$ cat config.mk
export PLATFORM = sky130hd
export DESIGN_NAME = quad_decoder_flat
export DESIGN_NICKNAME = d
export VERILOG_FILES = /design/src/rtl/quad_decoder_if.sv /design/src/rtl/quad_decoder.sv /design/src/flat_wrapper.sv
export SDC_FILE = /design/constraint.sdc
export NUM_CORES = 1
export LEC_CHECK = 0
export ABC_AREA = 0
export BUFFER_PORTS_ARGS = -buffer_cell sky130_fd_sc_hd__buf_2
export CAP_MARGIN = 20
export CORE_MARGIN = 4
export CORE_UTILIZATION = 45
export DETAILED_ROUTE_END_ITERATION = 16
export PLACE_DENSITY_LB_ADDON = 0.25
export SYNTH_ARGS = -nofsm -noshare
export SYNTH_HDL_FRONTEND = slang
export SYNTH_SLANG_ARGS = --single-unit
$ cat constraint.sdc
create_clock -name CLK -period 3.45 [get_ports CLK]
set_input_delay 0.345 -clock CLK [delete_from_list [all_inputs] [get_ports CLK]]
set_output_delay 0.345 -clock CLK [all_outputs]
set_load 0.03 [all_outputs]
$ cat src/rtl/quad_decoder_if.sv
// Quadrature decoder bus: phase inputs and clear in, decoded
// position, step/err pulses and held left/right levels out.
interface quad_decoder_if #(
  parameter int CNT_W = 8
);
  logic             quad_a;
  logic             quad_b;
  logic             clear;
  logic [CNT_W-1:0] position;
  logic             step;
  logic             dir;
  logic             err;
  logic             left;
  logic             right;

  modport master (
    output quad_a, quad_b, clear,
    input  position, step, dir, err, left, right
  );

  modport slave (
    input  quad_a, quad_b, clear,
    output position, step, dir, err, left, right
  );
endinterface

$ cat src/rtl/quad_decoder.sv
// Quadrature spinner/wheel decoder: sync + glitch filter, wrapping
// position count, step/err pulses and held left/right levels.
module quad_decoder #(
  parameter int SYNC_STAGES = 2,
  parameter int FILT_LEN    = 4,
  parameter int CNT_W       = 8,
  parameter int HOLD_LEN    = 22500
) (
  input logic           CLK,
  input logic           Reset_n,
  quad_decoder_if.slave bus
);
  localparam int FW = $clog2(FILT_LEN + 1);
  localparam int HW = $clog2(HOLD_LEN + 1);
  localparam int PW = $clog2(SYNC_STAGES + 1);
  localparam logic [FW-1:0] FILT_TOP  = FW'(FILT_LEN - 1);
  localparam logic [HW-1:0] HOLD_TOP  = HW'(HOLD_LEN);
  localparam logic [PW-1:0] PRIME_TOP = PW'(SYNC_STAGES);

  logic [1:0] raw;
  logic [1:0] sync_q [SYNC_STAGES];
  logic [1:0] sync_w;

  assign raw    = {bus.quad_a, bus.quad_b};
  assign sync_w = sync_q[SYNC_STAGES-1];

  always_ff @(posedge CLK or negedge Reset_n) begin
    if (!Reset_n) begin
      for (int i = 0; i < SYNC_STAGES; i++) begin
        sync_q[i] <= '0;
      end
    end else begin
      sync_q[0] <= raw;
      for (int i = 1; i < SYNC_STAGES; i++) begin
        sync_q[i] <= sync_q[i-1];
      end
    end
  end

  // Init holds until the synchroniser is primed, then loads
  // the filter and decode history with the live input level.
  logic          init_q, init_d;
  logic [PW-1:0] prime_q, prime_d;
  logic          load;

  assign load = init_q && (prime_q == PRIME_TOP);

  always_comb begin
    init_d  = init_q;
    prime_d = prime_q;
    if (load) begin
      init_d = 1'b0;
    end else if (init_q) begin
      prime_d = prime_q + PW'(1);
    end
  end

  logic [1:0]         filt_q, filt_d;
  logic [1:0][FW-1:0] fcnt_q, fcnt_d;

  always_comb begin
    filt_d = filt_q;
    fcnt_d = '0;
    for (int k = 0; k < 2; k++) begin
      if (load) begin
        filt_d[k] = sync_w[k];
      end else if (!init_q && sync_w[k] != filt_q[k]) begin
        if (fcnt_q[k] == FILT_TOP) begin
          filt_d[k] = sync_w[k];
        end else begin
          fcnt_d[k] = fcnt_q[k] + FW'(1);
        end
      end
    end
  end

  logic [1:0] s_now_q, s_now_d;
  logic [1:0] s_prev_q, s_prev_d;
  logic [1:0] delta;
  logic       fwd, rev, bad;

  assign s_now_d  = load ? sync_w : filt_q;
  assign s_prev_d = load ? sync_w : s_now_q;

  // Gray {a,b} to ring index 0..3; forward is +1 mod 4.
  function automatic logic [1:0] ring_idx(input logic [1:0] s);
    return {s[1], s[1] ^ s[0]};
  endfunction

  assign delta = ring_idx(s_now_q) - ring_idx(s_prev_q);
  assign fwd   = !init_q && (delta == 2'd1);
  assign rev   = !init_q && (delta == 2'd3);
  assign bad   = !init_q && (delta == 2'd2);

  logic [CNT_W-1:0] pos_q, pos_d;
  logic [HW-1:0]    hold_q, hold_d;
  logic             dir_q, dir_d;
  logic             step_q, step_d;
  logic             err_q, err_d;
  logic             left_q, left_d;
  logic             right_q, right_d;

  always_comb begin
    pos_d  = pos_q;
    dir_d  = dir_q;
    step_d = 1'b0;
    err_d  = 1'b0;
    hold_d = (hold_q != '0) ? hold_q - HW'(1) : '0;
    unique case (1'b1)
      fwd: begin
        step_d = 1'b1;
        dir_d  = 1'b1;
        pos_d  = pos_q + CNT_W'(1);
        hold_d = HOLD_TOP;
      end
      rev: begin
        step_d = 1'b1;
        dir_d  = 1'b0;
        pos_d  = pos_q - CNT_W'(1);
        hold_d = HOLD_TOP;
      end
      bad: begin
        err_d = 1'b1;
      end
      default: begin
      end
    endcase
    if (bus.clear) begin
      pos_d = '0;
    end
    left_d  = (hold_d != '0) && !dir_d;
    right_d = (hold_d != '0) && dir_d;
  end

  always_ff @(posedge CLK or negedge Reset_n) begin
    if (!Reset_n) begin
      init_q   <= 1'b1;
      prime_q  <= '0;
      filt_q   <= '0;
      fcnt_q   <= '0;
      s_now_q  <= '0;
      s_prev_q <= '0;
      pos_q    <= '0;
      hold_q   <= '0;
      dir_q    <= 1'b0;
      step_q   <= 1'b0;
      err_q    <= 1'b0;
      left_q   <= 1'b0;
      right_q  <= 1'b0;
    end else begin
      init_q   <= init_d;
      prime_q  <= prime_d;
      filt_q   <= filt_d;
      fcnt_q   <= fcnt_d;
      s_now_q  <= s_now_d;
      s_prev_q <= s_prev_d;
      pos_q    <= pos_d;
      hold_q   <= hold_d;
      dir_q    <= dir_d;
      step_q   <= step_d;
      err_q    <= err_d;
      left_q   <= left_d;
      right_q  <= right_d;
    end
  end

  assign bus.position = pos_q;
  assign bus.step     = step_q;
  assign bus.dir      = dir_q;
  assign bus.err      = err_q;
  assign bus.left     = left_q;
  assign bus.right    = right_q;
endmodule
$ cat src/flat_wrapper.sv
// flat-port wrapper written by rule: the top's interface ports become plain ports
module quad_decoder_flat 
#(
  parameter int SYNC_STAGES = 2,
  parameter int FILT_LEN    = 4,
  parameter int CNT_W       = 8,
  parameter int HOLD_LEN    = 22500
)
  (CLK, Reset_n, bus_quad_a, bus_quad_b, bus_clear, bus_position, bus_step, bus_dir, bus_err, bus_left, bus_right);
  quad_decoder_if #(.CNT_W(CNT_W)) bus_i ();
  input logic CLK;
  input logic Reset_n;
  input wire logic [$bits(bus_i.quad_a)-1:0] bus_quad_a;
  input wire logic [$bits(bus_i.quad_b)-1:0] bus_quad_b;
  input wire logic [$bits(bus_i.clear)-1:0] bus_clear;
  output wire logic [$bits(bus_i.position)-1:0] bus_position;
  output wire logic [$bits(bus_i.step)-1:0] bus_step;
  output wire logic [$bits(bus_i.dir)-1:0] bus_dir;
  output wire logic [$bits(bus_i.err)-1:0] bus_err;
  output wire logic [$bits(bus_i.left)-1:0] bus_left;
  output wire logic [$bits(bus_i.right)-1:0] bus_right;
  assign bus_i.quad_a = bus_quad_a;
  assign bus_i.quad_b = bus_quad_b;
  assign bus_i.clear = bus_clear;
  assign bus_position = bus_i.position;
  assign bus_step = bus_i.step;
  assign bus_dir = bus_i.dir;
  assign bus_err = bus_i.err;
  assign bus_left = bus_i.left;
  assign bus_right = bus_i.right;
  quad_decoder #(.SYNC_STAGES(SYNC_STAGES), .FILT_LEN(FILT_LEN), .CNT_W(CNT_W), .HOLD_LEN(HOLD_LEN)) u_core (.CLK(CLK), .Reset_n(Reset_n), .bus(bus_i));
endmodule
# Word level (Yosys, flattened, before mapping)
# Index checks and enable logic that the tools add are counted.
# word_totals
ff_bits	47
inputBits	5
output_inout_bits	13
wordCells	77
# op_classes
add_sub_neg	7
n_reduce_logical	21
bitwise_logic	3
eq_ne	8
n_mux	21
# ops
cell	count
$mux W15	2
$reduce_bool A15 Y1	2
$mux W3	6
$pmux W8 S2	1
$sub A15 B1 Y15 const B	1
$add A8 B1 Y8 const B	1
$logic_and A1 B1 Y1	8
$mux W1	8
$mux W8	1
$reduce_bool A2 Y1	4
$sub A8 B1 Y8 const B	1
$add A3 B1 Y3 const B	2
$eq A2 B2 Y1 const B	3
$eq A3 B2 Y1 const B	2
$reduce_and A2 Y1	3
$mux W2	2
$reduce_bool A3 Y1	1
$add A2 B1 Y2 const B	1
$eq A2 B1 Y1 const B	1
$logic_not A1 Y1	2
$ne A1 B1 Y1	2
$pmux W1 S2	1
$reduce_or A2 Y1	1
$sub A2 B2 Y2	1
other kinds (2)	3

# Logic depth before layout (Yosys ltp)
# depth
depth_word	8
depth_mapped	14
mapped_depth_nobuf	13

# Worst setup path before layout
# No wires, ideal clock.
# synth_path
kind	reg-to-reg
start	register u_core.s_now_q[1]
end	register u_core.pos_q[7], in the netlist u_core.bus.position[7]
setup_time_ns	0.078
t_arrival_ns	3.199
stages_incl_launch_ff	15
n_path_buf	1
period_less_slack_ns	3.277
setup_slack_ns	0.173
t_required_ns	3.372
path_cell_list	dfrtp_1 xnor2_1 ha_1 or2_2 clkbuf_1 inv_1 nand2b_1 inv_1 ha_1 and3_1 a221o_1 o41ai_2 xnor2_1 or3_1 a21oi_1
# synth_via
elab_chain_cells	6
elab_cells_between_ends	9
classes_between	add/sub (1); eq/ne (2); mux (2); bitwise (1); reduce/logical (3)
# synth_rtl
element	line_no	text
from (decl)	quad_decoder.sv:77	logic [1:0] s_now_q, s_now_d;
from (signal assigned)	quad_decoder.sv:155	s_now_q <= s_now_d;
$xor A1 B1 Y1	quad_decoder.sv:87	return {s[1], s[1] ^ s[0]};
$sub A2 B2 Y2 *	quad_decoder.sv:90	assign delta = ring_idx(s_now_q) - ring_idx(s_prev_q);
$eq A2 B2 Y1 / $eq A2 B1 Y1 (equally long branches)	quad_decoder.sv:92, quad_decoder.sv:91	
$logic_and A1 B1 Y1 (on tied branches)	quad_decoder.sv:92, quad_decoder.sv:91	
$pmux W8 S2	quad_decoder.sv:109	unique case (1'b1)
$mux W8	quad_decoder.sv:128	if (bus.clear) begin
to (signal assigned)	quad_decoder.sv:157	pos_q <= pos_d;
to (decl)	quad_decoder.sv:95	logic [CNT_W-1:0] pos_q, pos_d;
# Every way passes the cells marked *; elsewhere a longest branch is shown, timed or not.
# A chain may end at the register's enable or synchronous reset.

# Final worst setup path
# Same ends and word-level chain as after synthesis.

==> impl_results.md <==
* Status: completed
* Detailed Routing Iterations Pass 1 at 4
* Mux cell area share after synthesis at 2.508%
* Starting DRT DRC Count at 53
* Grt total ovfl at 0
* Top_reg_cell synth: dfrtp_1
* Setup bufs post-CTS at 0
* Slew HR at 66.23%
* Worst r2r path cells at 13
* Fin crit share at 92.57%
* DR vias at 1,669
* Reported max-cap violation count at 0
* Vias per inst at 5.265
* Placed Cells at 307
* Dominant cells by area after synthesis: dfrtp_1 (48%), ha_1 (6.3%), xnor2_1 (5.5%)
* Clk root buf: clkbuf_8
* ANT cells at 0
* Design area at 2698 um^2
* Clock Latency Late Sink at 0.31 ns
* Synth area leader: dfrtp_1
* DP Area at 2552 um^2
* H-tree depth at 2
* Final std cells w/o fill at 317
* Crit path DAT at 3.44 ns
* Hold Path Depth at 1
* Layout cell share with drive strength beyond 1 at 17.41%
* # DRC at 0
* Top-area cell type share of the netlist area at 48.07%
* Slowest cell delay on critical path at 0.43 ns
* Final Critical Period at 3.194 ns
* Power Total at 2903 uW
* CTS sink count at 47
* GRT Overall Usage at 15.07%
* Max-slew violations at 0
* Worst-Margin Slew at 0.5044 ns
* Synth Area in Adders at 7.106%
* Clk slew on worst S/H paths at 0.10 ns
* Mapped cell area at 2395 um^2
* Routed WL at 4.271 mm
* Critical Path Start Type: flip-flop
* Critical path depth at 13
* Post-synth EDFFs at 0
* Hold path start: bus_quad_a
* Cell-by-cell trace of the critical path: xnor2_1 > ha_1 > or2_2 > inv_1 > nand2b_1 > inv_2 > ha_1 > and3_1 > a221o_1 > o41ai_2 > xnor2_1 > or3_1 > a21oi_1
* P_leak at 0.001210 uW
* CTS tree: done
* Crit. Startpoint: u_core.s_now_q[1]
* Simple-gate share of the synthesized area at 19.80%
* Worst r2r src: u_core.s_now_q[1]
* CORE AREA at 5140 um^2
* Ys async rst share at 100.0%
* Fmax at 0.3131 GHz
* Most common cell after layout, fill and taps aside: dfrtp_1
* Worst setup EP type: flip-flop
* IO Port Bufs at 17
* Power Density at 1076 nW/um^2
* Setup TNS at 0 ns
* Reg2Reg Setup Slack at 0.26 ns
* Fin. Hold Viols at 0
* DRT antenna net count at 0
* XOR/XNOR Fraction of Synth Area at 7.680%
* Largest family of logic cells by synthesized area: simple AND/OR/NAND/NOR gates
* Worst Path Required at 3.70 ns
* VDD IR max at 0.7501 mV
* YS warnings at 0
* Area growth syn-to-layout at 12.64%
* Initial core utilization at 46.59%
* Largest net degree at the start of global routing at 48
* Row count at 26
* Post-synthesis compound-gate area fraction at 10.92%
* Crit-path slowest cell: dfrtp_1
* Die ar. at 6553 um^2
* RSZ-0062 raised after global routing: false
* CTS Buf Count at 5
* Critical path class: reg -> reg
* Final net count at 264
* Ports at 18
* Final setup fails at 0
* HP Class: in -> reg
* Reg2reg end: u_core.bus.position[7]
* Seq cells post-synth at 47
* Max Fanout on Critical Path at 8
* Mean Syn Cell Area at 10.64 um^2
* Height of the chip at 80.95 um
* Seq/Total Area, Yosys at 49.16%
* GP Congestion at 0.7862
* Vias in the first global route at 1,615
* Maximum clock insertion buffer count at 2
* Critical path's top delay family: simple AND/OR/NAND/NOR gates
* Synth unique cells at 44
* Buf/Inv on CP at 2
* Most frequent cells in the layout: dfrtp_1 (46), nor2_1 (18), buf_2 (17), xnor2_1 (15), a21oi_1 (13)
* Die width at 80.95 um
* Mapped Cells at 225
* Syn_nets at 243
* Final HPWL DP at 2.972 mm
* Fin Clk Skew at 0.01315 ns
* First-pass GRT wire length at 7.514 mm
* Hold Crit Endpoint: u_core.sync_q[3]
* Initial antenna violation count at 0
* Avg WL per Cell at 13.47 um
[area by class of cell]
class	count	area [um^2]
Clock buffer	5	68.82
Clock inverter	3	46.29
Fill cell	489	2442
Inverter	10	37.54
Multi-Input combinational cell	161	1150
Sequential cell	47	1177
Tap cell	70	87.58
Timing Repair Buffer	21	130.1
[cell usage after synthesis, types with 2 or more instances]
| cell type | instances |
|---|---|
| a21o_1 | 6 |
| nand2_1 | 11 |
| nor3_1 | 7 |
| buf_2 | 3 |
| nor3b_1 | 5 |
| nand2b_1 | 6 |
| or4_1 | 3 |
| clkbuf_1 | 4 |
| ha_1 | 12 |
| mux2_2 | 4 |
| inv_1 | 10 |
| or3_1 | 4 |
| nor2b_1 | 3 |
| nor4_2 | 2 |
| and3_1 | 4 |
| a21oi_1 | 13 |
| dfrtp_1 | 46 |
| xor2_1 | 6 |
| nor2_1 | 18 |
| a211o_1 | 2 |
| nand4_1 | 2 |
| o21ai_0 | 11 |
| nor4b_1 | 2 |
| a211oi_1 | 3 |
| xnor2_1 | 15 |
| nand3_1 | 5 |
[metrics by stage]
step / setup WS, ns / utilization (%) / hold WS [ns]
final: 0.2565 / 52.48 / 0.1297
after global routing: 0.08862 / 52.48 / 0.1186
after CTS: 0.1214 / 51.90 / 0.1175
after detailed placement: 0.1445 / 49.66 / 0.3413
after global placement: 0.2273 / 49.66 / 0.3369
after floorplan: 0.1728 / - / 0.04941
[worst reg2reg max path, cell delays in order, from the launching register on]
cell      delay (ns)
dfrtp_1         0.43
xnor2_1         0.14
ha_1            0.29
or2_2           0.31
inv_1           0.08
nand2b_1        0.09
inv_2           0.15
ha_1            0.30
and3_1          0.20
a221o_1         0.35
o41ai_2         0.24
xnor2_1         0.11
or3_1           0.30
a21oi_1         0.14
[worst max-delay path by stage]
stage                                   to  slack [ns]
floorplan           u_core.bus.position[7]        0.17
global placement    u_core.bus.position[7]        0.23
detailed placement  u_core.bus.position[7]        0.14
CTS                 u_core.bus.position[7]        0.12
global route        u_core.bus.position[7]        0.09
finish              u_core.bus.position[7]        0.26
[sequential cells by signal, indices dropped and copies added, names as in the netlist]
| signal | cells |
|---|---|
| u_core.bus.dir | 1 |
| u_core.bus.err | 1 |
| u_core.bus.left | 1 |
| u_core.bus.position | 8 |
| u_core.bus.right | 1 |
| u_core.bus.step | 1 |
| u_core.fcnt_q | 6 |
| u_core.filt_q | 2 |
| u_core.hold_q | 15 |
| u_core.init_q | 1 |
| u_core.prime_q | 2 |
| u_core.s_now_q | 2 |
| u_core.s_prev_q | 2 |
| u_core.sync_q | 2 |
| u_core.sync_w | 2 |
[logic make-up after synthesis]
group	Yosys count
simple gates	81
fa+ha+maj	13
xor+xnor	21
compound gates	41
flops	47
mux	5
buf+inv	17
[metal layers]
layer,track usage (%),up-vias,wire length (um)
li1,-,833,-
met1,20.97,808,2167
met3,3.104,8,110
met2,22.74,20,1920
met5,0,-,0
met4,6.588,0,72
[power by group]
part           internal [uW]  leakage [uW]  switching (uW)
Combinational            686      0.000592             998
Sequential               703      0.000564            97.9
Clock                    218     0.0000548             199
Total                   1610       0.00121            1300
[what timing repair did]
item,CTS,global route
gates resized for setup,0,1
setup endpoints to repair,0,1
endpoints found under the hold margin,0,17
hold buffers,0,1
Note: power is estimated with default switching activity, not from simulation.
